`config.mk`:
```
export PLATFORM = sky130hd
export DESIGN_NAME = uart_cmd_decoder_flat
export DESIGN_NICKNAME = d
export VERILOG_FILES = /design/src/rtl/uart_cmd_decoder_if.sv /design/src/rtl/uart_cmd_decoder.sv /design/src/flat_wrapper.sv
export SDC_FILE = /design/constraint.sdc
export NUM_CORES = 1
export LEC_CHECK = 0
export ABC_AREA = 1
export ABC_CLOCK_PERIOD_IN_PS = 2500
export BUFFER_PORTS_ARGS = -buffer_cell sky130_fd_sc_hd__clkbuf_2
export CORE_MARGIN = 3
export CORE_UTILIZATION = 53
export CTS_BUF_LIST = sky130_fd_sc_hd__clkbuf_8
export CTS_CLUSTER_SIZE = 16
export DETAILED_ROUTE_END_ITERATION = 8
export HOLD_SLACK_MARGIN = 0.02
export PLACE_DENSITY = 0.83
export SLEW_MARGIN = 20
export SYNTH_ARGS = -nofsm -noshare
export SYNTH_HDL_FRONTEND = slang
export SYNTH_SLANG_ARGS = --single-unit
export TNS_END_PERCENT = 10
```
`constraint.sdc`:
```
create_clock -name clk_i -period 2.5 [get_ports clk_i]
set_input_delay 0.5 -clock clk_i [delete_from_list [all_inputs] [get_ports clk_i]]
set_output_delay 0.5 -clock clk_i [all_outputs]
set_load 0.02 [all_outputs]
```
`src/rtl/uart_cmd_decoder_if.sv`:
```
// Byte stream from the UART receiver: one data byte qualified by a single-cycle done strobe.
interface uart_cmd_decoder_if;
    logic [7:0] data_i;
    logic       rx_done_tick_i;

    modport master (output data_i, output rx_done_tick_i);
    modport slave  (input  data_i, input  rx_done_tick_i);
endinterface

```
`src/rtl/uart_cmd_decoder.sv`:
```
// Assembles multi-byte UART commands (PERIOD/FREQ/DATA/CTRL) into channel settings.
// Optional trailing XOR checksum byte per command when DECODER_CHECKSUM_EN is defined.
module uart_cmd_decoder #(
    parameter int         DATA_BIT    = 32,
    parameter int         CH_NUM      = 16,
    parameter int         TIMEOUT_CYC = 100000,
    parameter logic [7:0] CMD_DATA    = 8'h01,
    parameter logic [7:0] CMD_FREQ    = 8'h02,
    parameter logic [7:0] CMD_PERIOD  = 8'h03,
    parameter logic [7:0] CMD_CTRL    = 8'h04,
    localparam int        SEL_W       = $clog2(CH_NUM)
) (
    input  logic                 clk_i,
    input  logic                 rst_i,
    uart_cmd_decoder_if.slave    rx_if,
    output logic [DATA_BIT-1:0]  output_pattern_o,
    output logic [DATA_BIT-1:0]  freq_pattern_o,
    output logic [SEL_W-1:0]     sel_out_o,
    output logic                 broadcast_o,
    output logic                 mode_o,
    output logic                 enable_o,
    output logic                 stop_o,
    output logic [7:0]           slow_period_o,
    output logic [7:0]           fast_period_o,
    output logic [7:0]           cmd_o,
    output logic                 done_tick_o,
    output logic                 err_tick_o,
    output logic [2:0]           err_code_o
);

    localparam int PAYLOAD_BYTES = DATA_BIT / 8;
    localparam int MAX_LEN       = PAYLOAD_BYTES + 1;
    localparam int CNT_W         = $clog2(MAX_LEN);
    localparam int TMO_W         = $clog2(TIMEOUT_CYC + 1);

`ifdef DECODER_CHECKSUM_EN
    typedef enum logic [1:0] {S_IDLE, S_PAYLOAD, S_CHECK} state_t;
`else
    typedef enum logic [1:0] {S_IDLE, S_PAYLOAD} state_t;
`endif

    state_t                r_state, w_state_next;
    logic [7:0]            r_cmd;
    logic [CNT_W-1:0]      r_cnt;
    logic [CNT_W-1:0]      r_last;
    logic [TMO_W-1:0]      r_tmo;
    logic [7:0]            r_buf [MAX_LEN];
`ifdef DECODER_CHECKSUM_EN
    logic [7:0]            r_xor;
`endif

    logic                  w_tick;
    logic                  w_known;
    logic                  w_tmo_hit;
    logic [7:0]            w_bytes [MAX_LEN];
    logic [7:0]            w_ch;
    logic                  w_ch_in_range;
    logic                  w_ch_ok;
    logic [DATA_BIT-1:0]   w_freq;
    logic [DATA_BIT-1:0]   w_dpat;
    logic                  w_apply;
    logic                  w_err;
    logic [2:0]            w_err_code;

    // Index of the final payload byte for each command code.
    function automatic logic [CNT_W-1:0] payload_last(input logic [7:0] code);
        logic [CNT_W-1:0] last;
        last = '0;
        if (code == CMD_PERIOD || code == CMD_CTRL) last = CNT_W'(1);
        else if (code == CMD_FREQ)                  last = CNT_W'(PAYLOAD_BYTES - 1);
        else if (code == CMD_DATA)                  last = CNT_W'(PAYLOAD_BYTES);
        return last;
    endfunction

    assign w_tick    = rx_if.rx_done_tick_i;
    assign w_known   = (rx_if.data_i == CMD_DATA) || (rx_if.data_i == CMD_FREQ) ||
                       (rx_if.data_i == CMD_PERIOD) || (rx_if.data_i == CMD_CTRL);
    assign w_tmo_hit = (r_tmo == TMO_W'(TIMEOUT_CYC - 1));

    // The final payload byte is still on data_i when the command completes, so splice it in.
    always_comb begin
        for (int i = 0; i < MAX_LEN; i++) begin
            w_bytes[i] = r_buf[i];
            if (r_state == S_PAYLOAD && CNT_W'(i) == r_cnt) w_bytes[i] = rx_if.data_i;
        end
    end

    always_comb begin
        w_freq = '0;
        w_dpat = '0;
        for (int i = 0; i < PAYLOAD_BYTES; i++) begin
            w_freq[i*8 +: 8] = w_bytes[i];
            w_dpat[i*8 +: 8] = w_bytes[i+1];
        end
    end

    assign w_ch          = w_bytes[0];
    assign w_ch_in_range = int'(w_ch) < CH_NUM;
    assign w_ch_ok       = (r_cmd == CMD_DATA) ? w_ch_in_range :
                           (r_cmd == CMD_CTRL) ? (w_ch_in_range || w_ch == 8'hFF) : 1'b1;

    always_comb begin
        w_state_next = r_state;
        w_apply      = 1'b0;
        w_err        = 1'b0;
        w_err_code   = 3'd0;
        case (r_state)
            S_IDLE: begin
                if (w_tick) begin
                    if (w_known) begin
                        w_state_next = S_PAYLOAD;
                    end else begin
                        w_err      = 1'b1;
                        w_err_code = 3'd2;
                    end
                end
            end
            S_PAYLOAD: begin
                if (w_tick) begin
                    if (r_cnt == r_last) begin
`ifdef DECODER_CHECKSUM_EN
                        w_state_next = S_CHECK;
`else
                        w_state_next = S_IDLE;
                        if (w_ch_ok) begin
                            w_apply = 1'b1;
                        end else begin
                            w_err      = 1'b1;
                            w_err_code = 3'd3;
                        end
`endif
                    end
                end else if (w_tmo_hit) begin
                    w_state_next = S_IDLE;
                    w_err        = 1'b1;
                    w_err_code   = 3'd1;
                end
            end
`ifdef DECODER_CHECKSUM_EN
            S_CHECK: begin
                if (w_tick) begin
                    w_state_next = S_IDLE;
                    if (rx_if.data_i != r_xor) begin
                        w_err      = 1'b1;
                        w_err_code = 3'd4;
                    end else if (!w_ch_ok) begin
                        w_err      = 1'b1;
                        w_err_code = 3'd3;
                    end else begin
                        w_apply = 1'b1;
                    end
                end else if (w_tmo_hit) begin
                    w_state_next = S_IDLE;
                    w_err        = 1'b1;
                    w_err_code   = 3'd1;
                end
            end
`endif
            default: w_state_next = S_IDLE;
        endcase
    end

    always_ff @(posedge clk_i) begin
        if (r_state == S_PAYLOAD && w_tick) r_buf[r_cnt] <= rx_if.data_i;
`ifdef DECODER_CHECKSUM_EN
        if (r_state == S_IDLE && w_tick)         r_xor <= rx_if.data_i;
        else if (r_state == S_PAYLOAD && w_tick) r_xor <= r_xor ^ rx_if.data_i;
`endif
    end

    always_ff @(posedge clk_i) begin
        if (rst_i) begin
            r_state          <= S_IDLE;
            r_cmd            <= 8'h00;
            r_cnt            <= '0;
            r_last           <= '0;
            r_tmo            <= '0;
            output_pattern_o <= '0;
            freq_pattern_o   <= '0;
            sel_out_o        <= '0;
            broadcast_o      <= 1'b0;
            mode_o           <= 1'b0;
            enable_o         <= 1'b0;
            stop_o           <= 1'b0;
            slow_period_o    <= 8'h00;
            fast_period_o    <= 8'h00;
            cmd_o            <= 8'h00;
            done_tick_o      <= 1'b0;
            err_tick_o       <= 1'b0;
            err_code_o       <= 3'd0;
        end else begin
            r_state     <= w_state_next;
            done_tick_o <= w_apply;
            err_tick_o  <= w_err;
            if (w_err) err_code_o <= w_err_code;

            if (w_tick || w_state_next == S_IDLE) r_tmo <= '0;
            else                                  r_tmo <= r_tmo + TMO_W'(1);

            if (r_state == S_IDLE && w_tick && w_known) begin
                r_cmd  <= rx_if.data_i;
                r_last <= payload_last(rx_if.data_i);
                r_cnt  <= '0;
            end else if (r_state == S_PAYLOAD && w_tick && r_cnt != r_last) begin
                r_cnt <= r_cnt + CNT_W'(1);
            end

            if (w_apply) begin
                cmd_o <= r_cmd;
                if (r_cmd == CMD_PERIOD) begin
                    slow_period_o <= w_bytes[0];
                    fast_period_o <= w_bytes[1];
                end else if (r_cmd == CMD_FREQ) begin
                    freq_pattern_o <= w_freq;
                end else if (r_cmd == CMD_DATA) begin
                    output_pattern_o <= w_dpat;
                    sel_out_o        <= w_ch[SEL_W-1:0];
                    broadcast_o      <= 1'b0;
                end else if (r_cmd == CMD_CTRL) begin
                    stop_o   <= w_bytes[1][2];
                    mode_o   <= w_bytes[1][1];
                    enable_o <= w_bytes[1][0];
                    if (w_ch == 8'hFF) begin
                        broadcast_o <= 1'b1;
                    end else begin
                        broadcast_o <= 1'b0;
                        sel_out_o   <= w_ch[SEL_W-1:0];
                    end
                end
            end
        end
    end

endmodule

```
`src/flat_wrapper.sv`:
```
// flat-port wrapper written by rule: the top's interface ports become plain ports
module uart_cmd_decoder_flat 
#(
    parameter int         DATA_BIT    = 32,
    parameter int         CH_NUM      = 16,
    parameter int         TIMEOUT_CYC = 100000,
    parameter logic [7:0] CMD_DATA    = 8'h01,
    parameter logic [7:0] CMD_FREQ    = 8'h02,
    parameter logic [7:0] CMD_PERIOD  = 8'h03,
    parameter logic [7:0] CMD_CTRL    = 8'h04,
    localparam int        SEL_W       = $clog2(CH_NUM)
)
  (clk_i, rst_i, output_pattern_o, freq_pattern_o, sel_out_o, broadcast_o, mode_o, enable_o, stop_o, slow_period_o, fast_period_o, cmd_o, done_tick_o, err_tick_o, err_code_o, rx_if_data_i, rx_if_rx_done_tick_i);
  uart_cmd_decoder_if rx_if_i ();
  input  logic clk_i;
  input  logic rst_i;
  output logic [DATA_BIT-1:0] output_pattern_o;
  output logic [DATA_BIT-1:0] freq_pattern_o;
  output logic [SEL_W-1:0] sel_out_o;
  output logic broadcast_o;
  output logic mode_o;
  output logic enable_o;
  output logic stop_o;
  output logic [7:0] slow_period_o;
  output logic [7:0] fast_period_o;
  output logic [7:0] cmd_o;
  output logic done_tick_o;
  output logic err_tick_o;
  output logic [2:0] err_code_o;
  input wire logic [$bits(rx_if_i.data_i)-1:0] rx_if_data_i;
  input wire logic [$bits(rx_if_i.rx_done_tick_i)-1:0] rx_if_rx_done_tick_i;
  assign rx_if_i.data_i = rx_if_data_i;
  assign rx_if_i.rx_done_tick_i = rx_if_rx_done_tick_i;
  uart_cmd_decoder #(.DATA_BIT(DATA_BIT), .CH_NUM(CH_NUM), .TIMEOUT_CYC(TIMEOUT_CYC), .CMD_DATA(CMD_DATA), .CMD_FREQ(CMD_FREQ), .CMD_PERIOD(CMD_PERIOD), .CMD_CTRL(CMD_CTRL)) u_core (.clk_i(clk_i), .rst_i(rst_i), .rx_if(rx_if_i), .output_pattern_o(output_pattern_o), .freq_pattern_o(freq_pattern_o), .sel_out_o(sel_out_o), .broadcast_o(broadcast_o), .mode_o(mode_o), .enable_o(enable_o), .stop_o(stop_o), .slow_period_o(slow_period_o), .fast_period_o(fast_period_o), .cmd_o(cmd_o), .done_tick_o(done_tick_o), .err_tick_o(err_tick_o), .err_code_o(err_code_o));
endmodule
```
==> results of run 1 <==
[metrics by stage]
stage / utilization [%] / setup slack [ns] / cells / TNS, ns
floorplan: - / 0.03692 / 828 / 0
global route: 66.67 / -0.08811 / 1148 / -1.191
detailed placement: 61.74 / 0.02734 / 1107 / 0
finish: 66.67 / 0.07450 / 1148 / 0
CTS: 65.19 / 0.005602 / 1139 / 0
global placement: 61.74 / 0.1456 / 1107 / 0
[routing by layer]
layer  GRT usage [%]  routed length, µm  vias to the layer above
met5               0                  0                        -
met4           7.720                267                        0
met3           5.145               1211                       21
met2           37.37               8280                      235
met1           31.56               7680                     2863
li1                -                  -                     2974
[timing repair]
| item | 4_1_cts | 5_1_grt |
|---|---|---|
| setup endpoints to repair | 4 | 86 |
| cloned | 0 | 2 |
| pin swaps | 0 | 11 |
| resized for setup | 1 | 27 |
| buffers inserted | 0 | 7 |
[cell usage after synthesis (2+ instances only)]
cell and instances:
edfxtp_1 40, xnor2_1 5, buf_1 3, or2_2 3
buf_2 10, inv_1 70, nor3_1 14, dfxtp_1 133
buf_4 5, nand2_2 2, nor2_1 65, nand4_1 9
inv_2 3, nor3b_1 5, nor2_4 4, o21ai_0 25
nand3_1 45, mux2i_1 12, mux2_2 8, ha_1 6
nand3_2 2, a21oi_1 115, xor2_1 4, nand2_1 202
a31oi_1 2, clkbuf_1 21, nor4_1 5
[kinds of logic (layout without fill, tap and decap cells)]
kind of cell | Yosys count | count (layout)
flip-flops | 173 | 173
other | 1 | 2
AO/OA/AOI/OAI | 144 | 144
buffers and inverters | 114 | 262
XOR/XNOR | 9 | 9
AND/OR/NAND/NOR | 360 | 360
adder cells (fa/ha/maj) | 6 | 6
multiplexers | 20 | 20
[worst max-delay path by stage]
stage / startpoint / to / slack [ns]
after floorplan: u_core.r_cnt[0] / u_core.fast_period_o[0] / 0.04
after global placement: u_core.r_state[0] / u_core.fast_period_o[6] / 0.15
after detailed placement: u_core.r_cnt[1] / u_core.freq_pattern_o[18] / 0.03
after CTS: u_core.r_cnt[1] / u_core.freq_pattern_o[30] / 0.006
after global routing: u_core.r_cnt[0] / u_core.freq_pattern_o[5] / -0.09
final: u_core.r_cnt[0] / u_core.freq_pattern_o[11] / 0.07
[registers in the layout, summed over array words and instances, names as in the netlist, 8 cells and up]
register                 count
u_core.output_pattern_o     32
u_core.freq_pattern_o       32
u_core.cmd_o                 8
u_core.fast_period_o         8
u_core.r_tmo                17
u_core.r_cmd                 8
u_core.r_buf                40
u_core.slow_period_o         8
[final cells by class]
class	count	area share, %
clock buffer	18	2.909
clock inverter	14	2.233
inverter	74	3.291
multi-input combinational	541	32.19
sequential	173	45.40
tap	172	2.527
timing repair buffer	156	11.45
[critical path: stages (launching register included)]
cell and delay [ns]:
dfxtp_2 0.33, inv_2 0.08, ha_4 0.13, inv_2 0.05
nor2_4 0.18, buf_6 0.15, nand3_1 0.12, nand2_2 0.10
nand2_1 0.07, nor2_2 0.09, nand3_2 0.14, nand2_4 0.14
nand2_4 0.07, nor2_4 0.26, buf_12 0.18, nand2_1 0.07
a21oi_1 0.17
[where the power goes]
group / internal [mW] / switching (mW)
Sequential: 2.86 / 0.00290
Clock: 1.12 / 1.03
Combinational: 0.0291 / 0.0871
==> results.cfg, run 1 <==
[timing]
fmax_mhz = 412.3
fin_skew_ns = 0.01113
holdWs_ns = 0.3255
hold_viol_final = 0
tightest_slew_ns = 0.6921
drv_slew = 0
finalSetupViolations = 0
min_period_ns = 2.425
period_share_pct = 97.02
maxSlewHeadroom_pct = 53.86

[critical_path]
worstPathMaxFanout = 13
critPathKind = reg2reg
reg2regPathDepth = 16
cp.required_ns = 2.88
rrSetupSlack_ns = 0.07
end_kind = flip-flop
cp.arrival_ns = 2.81
r2r_start = u_core.r_cnt[0]
timing.rr.end = u_core.freq_pattern_o[11]
crit_path_start_kind = flip-flop

[route]
drt_iter0_markers = 664
drcViolationCount = 0
first_pass_iters = 7
vias = 6093
ant_nets = 0
finalWirelength_um = 17440
wl_per_cell_um = 15.19
vias_per_cell = 5.307

[yosys]
synth-simple-area-share_pct = 22.18
synthArstFlopShare_pct = 0
synth_cell_types = 36
synth_seq_cells = 173
synth_edf_count = 40
yosys_warnings = 0
yosysTopAreaCell = dfxtp_1
syn_area_mm2 = 0.006984
synth_area_leaders = dfxtp_1, edfxtp_1, nand2_1
synth-compound-area-share_pct = 10.55
netlist_instances = 827
synth_ff_type = dfxtp_1
yosys.area.top_type_share_pct = 38.12
synth_xor_xnor_area_share_pct = 1.129
avgSynthCellArea_um2 = 8.445
synth_top_family_by_area = simple AND/OR/NAND/NOR gates
synth_sequential_area_ratio_pct = 55.32
synth-adder-area-share_pct = 1.075
synth.area.mux_share_pct = 3.010

[global_route]
grt_pass1_vias = 5595
grtUsageTotal_pct = 23.34
grt_antenna_before_repair = 0
grt_pass1_wl_um = 27320
overflow = 0
grt_max_degree = 67

[cts]
worstSkewPairLatency_ns = 0.46
cts-root-buf = clkbuf_8
htreeDepth = 4
cts_tree = done
cts_buffer_depth = 2
clock_sinks = 173
numCtsBuffers = 17
clk_pin_slew_ns = 0.09
hold_buffers = 0

[die]
dieArea_mm2 = 0.01459
core_area_mm2 = 0.01277
die_w_um = 120.8
die_y_um = 120.8
row_count = 41
num_io_pins = 112
start_util_pct = 54.68

[cells_and_area]
diodes = 0
nFillCells = 981
fin_nets = 980
multi_input_area_mm2 = 0.002741
ff_latch_area_mm2 = 0.003866
final_common_cell = nand2_1
area_growth_pct = 21.93
drive_gt1_share_pct = 23.57
layout_common_cells = nand2_1, dfxtp_1, a21oi_1
final_area_mm2 = 0.008516

[power_and_ir_drop]
p_per_area_mw_per_mm2 = 601.2
power_mw = 5.120
p_leak_nw = 3.555
vdd_ir_drop_max_uv = 362.2

[run_status]
status = finished clean

[hold_path]
min_to = u_core.err_tick_o
hold_path.class = in2reg
hold_start = rst_i
min_path_cells = 2

[placed_design]
dp_hpwl_um = 11530
place_congestion = 0.8726
port_buffers = 110
place_area_mm2 = 0.007886

[run]
maxCapViolCount = 0
Note: power is estimated with default switching activity, not from simulation.
==> run 2: changes to the inputs <==
--- a/config.mk
+++ b/config.mk
@@ -5,16 +5,16 @@
 export SDC_FILE = /design/constraint.sdc
 export NUM_CORES = 1
 export LEC_CHECK = 0
-export ABC_AREA = 1
-export ABC_CLOCK_PERIOD_IN_PS = 2500
+export ABC_AREA = 0
+export ABC_CLOCK_PERIOD_IN_PS = 2660
 export BUFFER_PORTS_ARGS = -buffer_cell sky130_fd_sc_hd__clkbuf_2
 export CORE_MARGIN = 3
-export CORE_UTILIZATION = 53
+export CORE_UTILIZATION = 59
 export CTS_BUF_LIST = sky130_fd_sc_hd__clkbuf_8
 export CTS_CLUSTER_SIZE = 16
 export DETAILED_ROUTE_END_ITERATION = 8
 export HOLD_SLACK_MARGIN = 0.02
-export PLACE_DENSITY = 0.83
+export PLACE_DENSITY = 0.88
 export SLEW_MARGIN = 20
 export SYNTH_ARGS = -nofsm -noshare
 export SYNTH_HDL_FRONTEND = slang
==> constraint.sdc (replaced) <==
create_clock -name clk_i -period 2.66 [get_ports clk_i]
set_input_delay 0.532 -clock clk_i [delete_from_list [all_inputs] [get_ports clk_i]]
set_output_delay 0.532 -clock clk_i [all_outputs]
set_load 0.02 [all_outputs]
==> run 2 against run 1 <==
Against the previous run:
- routed wire length is 3.9% lower
- largest power group unchanged
- sequential power is 6% lower
- fmax hardly changed
- sequential share of layout area is 0.80 points higher
- setup slack better by 0.16 ns
- first-iteration DRC count is 18% lower
- highest routed layer unchanged
- synthesized area is 2.2% higher
==> results.cfg, run 2 <==
[cts]
cts_buffer_depth = 2
numCtsBuffers = 17
htreeDepth = 4
clk_pin_slew_ns = 0.08
worstSkewPairLatency_ns = 0.46
cts-root-buf = clkbuf_8
postCtsSetupRepairBufs = 0
clock_sinks = 173
ctsResizeCount = 0
cts_tree = done
hold_buffers = 0

[power_and_ir_drop]
power_mw = 4.622
vdd_ir_drop_max_uv = 409.1
p_leak_nw = 3.112
p_per_area_mw_per_mm2 = 552.6

[timing]
min_period_ns = 2.426
finalSetupViolations = 0
fmax_mhz = 412.2
maxSlewHeadroom_pct = 57.91
fin_skew_ns = 0.01568
holdWs_ns = 0.4596
period_share_pct = 91.20
tightest_slew_ns = 0.6256
drv_slew = 0
tns_ns = 0
rsz0062_at_grt = false
hold_viol_final = 0

[hold_path]
min_path_cells = 2
hold_path.class = reg2reg
min_to = u_core.output_pattern_o[31]
hold_start = u_core.output_pattern_o[31]

[yosys]
synthTopCellsByCount = dfxtp_1, nor2_1, mux2i_1
avgSynthCellArea_um2 = 10.20
yosys.area.top_type_share_pct = 37.29
yosysTopAreaCell = dfxtp_1
synth_sequential_area_ratio_pct = 54.11
synth_cell_types = 55
synth_edf_count = 40
synth_ff_type = dfxtp_1
yosys_warnings = 0
netlist_instances = 700
synth_seq_cells = 173
synthArstFlopShare_pct = 0
synth_area_leaders = dfxtp_1, edfxtp_1, mux2i_1
synth.most_common_cell = dfxtp_1
syn_area_mm2 = 0.007141

[critical_path]
end_kind = flip-flop
slowest_stage = or4_4
rrSetupSlack_ns = 0.23
cpMostUsedCell = or4_4
worstPathCellList = or4_4 -> or4_4 -> a211oi_4 -> buf_12 -> mux2i_1 -> nor2b_1
crit_path_start_kind = flip-flop
cp.arrival_ns = 2.81
r2r_start = u_core.r_cmd[7]
worstPathMaxFanout = 32
critPathKind = reg2reg
cp.required_ns = 3.04
timing.rr.end = u_core.output_pattern_o[13]
reg2regPathDepth = 6
max_stage_delay_ns = 0.56

[route]
finalWirelength_um = 16760
vias = 5640
vias_per_cell = 5.773
drt_iter0_markers = 546
first_pass_iters = 6
drcViolationCount = 0
wl_per_cell_um = 17.16
ant_nets = 0

[global_route]
overflow = 0
grt_pass1_vias = 5486
grt_pass1_wl_um = 26970
grtUsageTotal_pct = 25.68
grt_antenna_before_repair = 0
grt_max_degree = 57

[die]
die_y_um = 116.0
die_w_um = 116.0
row_count = 39
start_util_pct = 61.48
num_io_pins = 112
dieArea_mm2 = 0.01346
core_area_mm2 = 0.01161

[cells_and_area]
fin_nets = 838
largest_reg_flops = 40
top_regs = u_core.r_buf x40, u_core.freq_pattern_o x32, u_core.output_pattern_o x32
final_common_cell = dfxtp_1
drive_gt1_share_pct = 24.10
layout_common_cells = dfxtp_1, clkbuf_2, nor2_1
diodes = 0
regMostFlops = u_core.r_buf
area_growth_pct = 17.12

[placed_design]
port_buffers = 110
place_congestion = 0.8887
dp_hpwl_um = 11850

[run]
maxCapViolCount = 0

[run_status]
status = finished clean
## run 2: per-stage QoR
step                setup slack [ns]  instances  cell area, µm²  utilization, %
global placement             0.06918        945            7961           68.55
global route                 0.04958        977            8363           72.01
detailed placement           0.02712        945            7961           68.55
CTS                           0.2211        977            8363           72.01
floorplan                     0.1985        701            7144               -
finish                        0.2341        977            8363           72.01
## run 2: how the worst max path moves through the flow
stage	start	endpoint	slack, ns	cells after the start
after detailed placement	rx_if_data_i[7]	u_core.output_pattern_o[13]	0.03	7
after floorplan	u_core.r_cnt[0]	u_core.output_pattern_o[20]	0.20	9
after CTS	u_core.r_cmd[7]	u_core.output_pattern_o[13]	0.22	6
final	u_core.r_cmd[7]	u_core.output_pattern_o[13]	0.23	6
after global routing	u_core.r_cnt[0]	u_core.sel_out_o[1]	0.05	7
after global placement	rx_if_data_i[7]	u_core.r_cmd[0]	0.07	7
## run 2: cells by family after synthesis
| logic type | after synthesis | share of synthesized area (%) |
|---|---|---|
| AO/OA/AOI/OAI | 91 | 8.411 |
| XOR/XNOR | 24 | 2.944 |
| adder cells (fa/ha/maj) | 6 | 1.051 |
| buffers and inverters | 65 | 3.907 |
| flip-flops | 173 | 54.11 |
| multiplexers | 77 | 11.09 |
| other | 1 | 0.05252 |
| AND/OR/NAND/NOR | 263 | 18.43 |
## run 2: cell type report
cell class | count | area [µm²]
timing repair buffer | 142 | 818.3
sequential | 173 | 3864
inverter | 24 | 90.09
clock inverter | 13 | 140.1
fill | 810 | 3251
multi-input combinational | 463 | 3010
tap | 143 | 178.9
clock buffer | 19 | 261.5
## run 2: where the power goes
group / internal, mW / total (mW) / switching (mW)
Combinational: 0.0262 / 0.101 / 0.0743
Clock: 0.888 / 1.83 / 0.947
Sequential: 2.68 / 2.69 / 0.00316
Total: 3.60 / 4.62 / 1.02
## run 2: per-layer routing
| layer | track usage (%) | wire, µm | vias to the layer above |
|---|---|---|---|
| met4 | 11.76 | 446 | 0 |
| met1 | 32.11 | 7095 | 2687 |
| met3 | 6.005 | 1165 | 40 |
| li1 | - | - | 2691 |
| met5 | 0 | 0 | - |
| met2 | 42.35 | 8053 | 222 |
## run 2: critical path, delay by kind of cell (launching register included)
family	cells	cell delay (ns)
buffers and inverters	1	0.25
and+or+nand+nor	3	1.28
AOI/OAI and AO/OA	1	0.27
DFF	1	0.33
muxes	1	0.22
==> run 3: changes to the inputs <==
--- a/config.mk
+++ b/config.mk
@@ -8,6 +8,7 @@
 export ABC_AREA = 0
 export ABC_CLOCK_PERIOD_IN_PS = 2660
 export BUFFER_PORTS_ARGS = -buffer_cell sky130_fd_sc_hd__clkbuf_2
+export CORE_ASPECT_RATIO = 0.5
 export CORE_MARGIN = 3
 export CORE_UTILIZATION = 59
 export CTS_BUF_LIST = sky130_fd_sc_hd__clkbuf_8
@@ -15,7 +16,8 @@
 export DETAILED_ROUTE_END_ITERATION = 8
 export HOLD_SLACK_MARGIN = 0.02
 export PLACE_DENSITY = 0.88
-export SLEW_MARGIN = 20
+export SKIP_LAST_GASP = 1
+export SLEW_MARGIN = 10
 export SYNTH_ARGS = -nofsm -noshare
 export SYNTH_HDL_FRONTEND = slang
 export SYNTH_SLANG_ARGS = --single-unit
==> run 3 against run 2 <==
Against the previous run:
- critical path depth shrank 1
- setup slack worse by 0.15 ns
- core utilization up 1.6 points
- highest routed layer unchanged
==> results.cfg, run 3 (synthesis results as in run 2) <==
[run_status]
status = finished clean

[route]
first_pass_iters = 6
finalWirelength_um = 17040
vias_per_cell = 5.719
ant_nets = 0
drt_iter0_markers = 505
drcViolationCount = 0
wl_per_cell_um = 17.19
vias = 5668

[cells_and_area]
final_common_cell = dfxtp_1
diodes = 0
fin_nets = 836
area_growth_pct = 17.38
regMostFlops = u_core.r_buf
largest_reg_flops = 40
drive_gt1_share_pct = 23.80
nFillCells = 784
layout_common_cells = dfxtp_1, clkbuf_2, nor2_1
final_core_util_pct = 73.62
top_regs = u_core.r_buf x40, u_core.freq_pattern_o x32, u_core.output_pattern_o x32
final_area_mm2 = 0.008382
stdcell_count = 991

[die]
row_count = 27
start_util_pct = 62.72
core_area_mm2 = 0.01138
dieArea_mm2 = 0.01354
die_y_um = 83.79
die_w_um = 161.6
num_io_pins = 112

[hold_path]
min_path_cells = 1
hold_path.class = in2reg
min_to = u_core.r_buf[1][1]
hold_start = rx_if_data_i[1]

[critical_path]
rrSetupSlack_ns = 0.09
cp.arrival_ns = 2.95
critPathKind = reg2reg
timing.rr.end = u_core.output_pattern_o[29]
max_stage_delay_ns = 0.68
reg2regPathDepth = 5
worstPathCellList = or4_4 -> or4_1 -> o211ai_2 -> nand2_1 -> a21oi_1
end_kind = flip-flop
r2r_start = u_core.r_cmd[7]
cp.required_ns = 3.04
slowest_stage = o211ai_2
worstPathMaxFanout = 16
crit_path_start_kind = flip-flop

[power_and_ir_drop]
vdd_ir_drop_max_uv = 395.5
power_mw = 4.701
p_leak_nw = 3.121
p_per_area_mw_per_mm2 = 560.8

[placed_design]
place_congestion = 0.8594
dp_hpwl_um = 11760
dp_cells = 959
port_buffers = 110
dp_slack_ns = -0.05383
place_area_mm2 = 0.007966

[timing]
maxSlewHeadroom_pct = 49.03
rsz0062_at_grt = false
layout_setup_ws_ns = 0.08791
period_share_pct = 96.70
tns_ns = 0
finalSetupViolations = 0
drv_slew = 0
hold_viol_final = 0
tightest_slew_ns = 0.7622
holdWs_ns = 0.3804
min_period_ns = 2.572
fmax_mhz = 388.8
fin_skew_ns = 0.01932

[global_route]
grtUsageTotal_pct = 25.39
overflow = 0
grt_pass1_wl_um = 27480
grt_antenna_before_repair = 0
grt_pass1_vias = 5440
grt_max_degree = 66

[cts]
clock_sinks = 173
htreeDepth = 4
hold_buffers = 0
postCtsSetupRepairBufs = 0
clk_pin_slew_ns = 0.09
numCtsBuffers = 17
ctsResizeCount = 0
cts_buffer_depth = 2
worstSkewPairLatency_ns = 0.47
cts-root-buf = clkbuf_8
cts_tree = done

[run]
maxCapViolCount = 0
==> run 3: cell count changes in the layout (fill, tap and decap cells not counted), sizes merged <==
cell and delta:
clkbuf -1, bufinv +1, buf -2, clkinvlp -2, inv +2
==> run 3: how the worst max path moves through the flow <==
stage          cells after the start  slack [ns]                          end       startpoint
6_report                           5        0.09  u_core.output_pattern_o[29]  u_core.r_cmd[7]
5_1_grt                            5        0.02   u_core.output_pattern_o[6]  u_core.r_cmd[7]
4_1_cts                            5        0.10  u_core.output_pattern_o[29]  u_core.r_cmd[7]
3_5_place_dp                       7       -0.05              u_core.r_cmd[5]  rx_if_data_i[7]
3_3_place_gp                       7        0.04              u_core.r_cmd[0]  rx_if_data_i[7]
2_1_floorplan                      9        0.20  u_core.output_pattern_o[20]  u_core.r_cnt[0]
==> run 3: area by class of cell <==
class                           count  area (µm²)  share of cell area, %
Clock buffer                       18       247.7                  2.956
Clock inverter                     14       167.7                  2.000
Inverter                           24       90.09                  1.075
Multi-Input combinational cell    463        3010                  35.92
Sequential cell                   173        3864                  46.10
Tap cell                          159       198.9                  2.373
Timing Repair Buffer              140       803.3                  9.584
==> run 3: worst max-delay path: cells and delay by family (launching register included) <==
family / cells / cell delay [ns]
and+or+nand+nor: 3 / 1.28
DFF: 1 / 0.33
AOI/OAI and AO/OA: 2 / 0.88
==> run 3: routing by layer <==
layer	vias to the layer above	global-route usage [%]	wire (µm)
met1	2698	32.92	7156
met2	232	41.21	8186
li1	2697	-	-
met5	-	0	0
met3	41	5.847	1302
met4	0	10.46	390
==> run 3: power breakdown <==
part | switching (mW) | total, mW | internal, mW
combinational | 0.0752 | 0.100 | 0.0249
clock | 0.956 | 1.91 | 0.958
sequential | 0.00320 | 2.69 | 2.68
total | 1.03 | 4.70 | 3.67
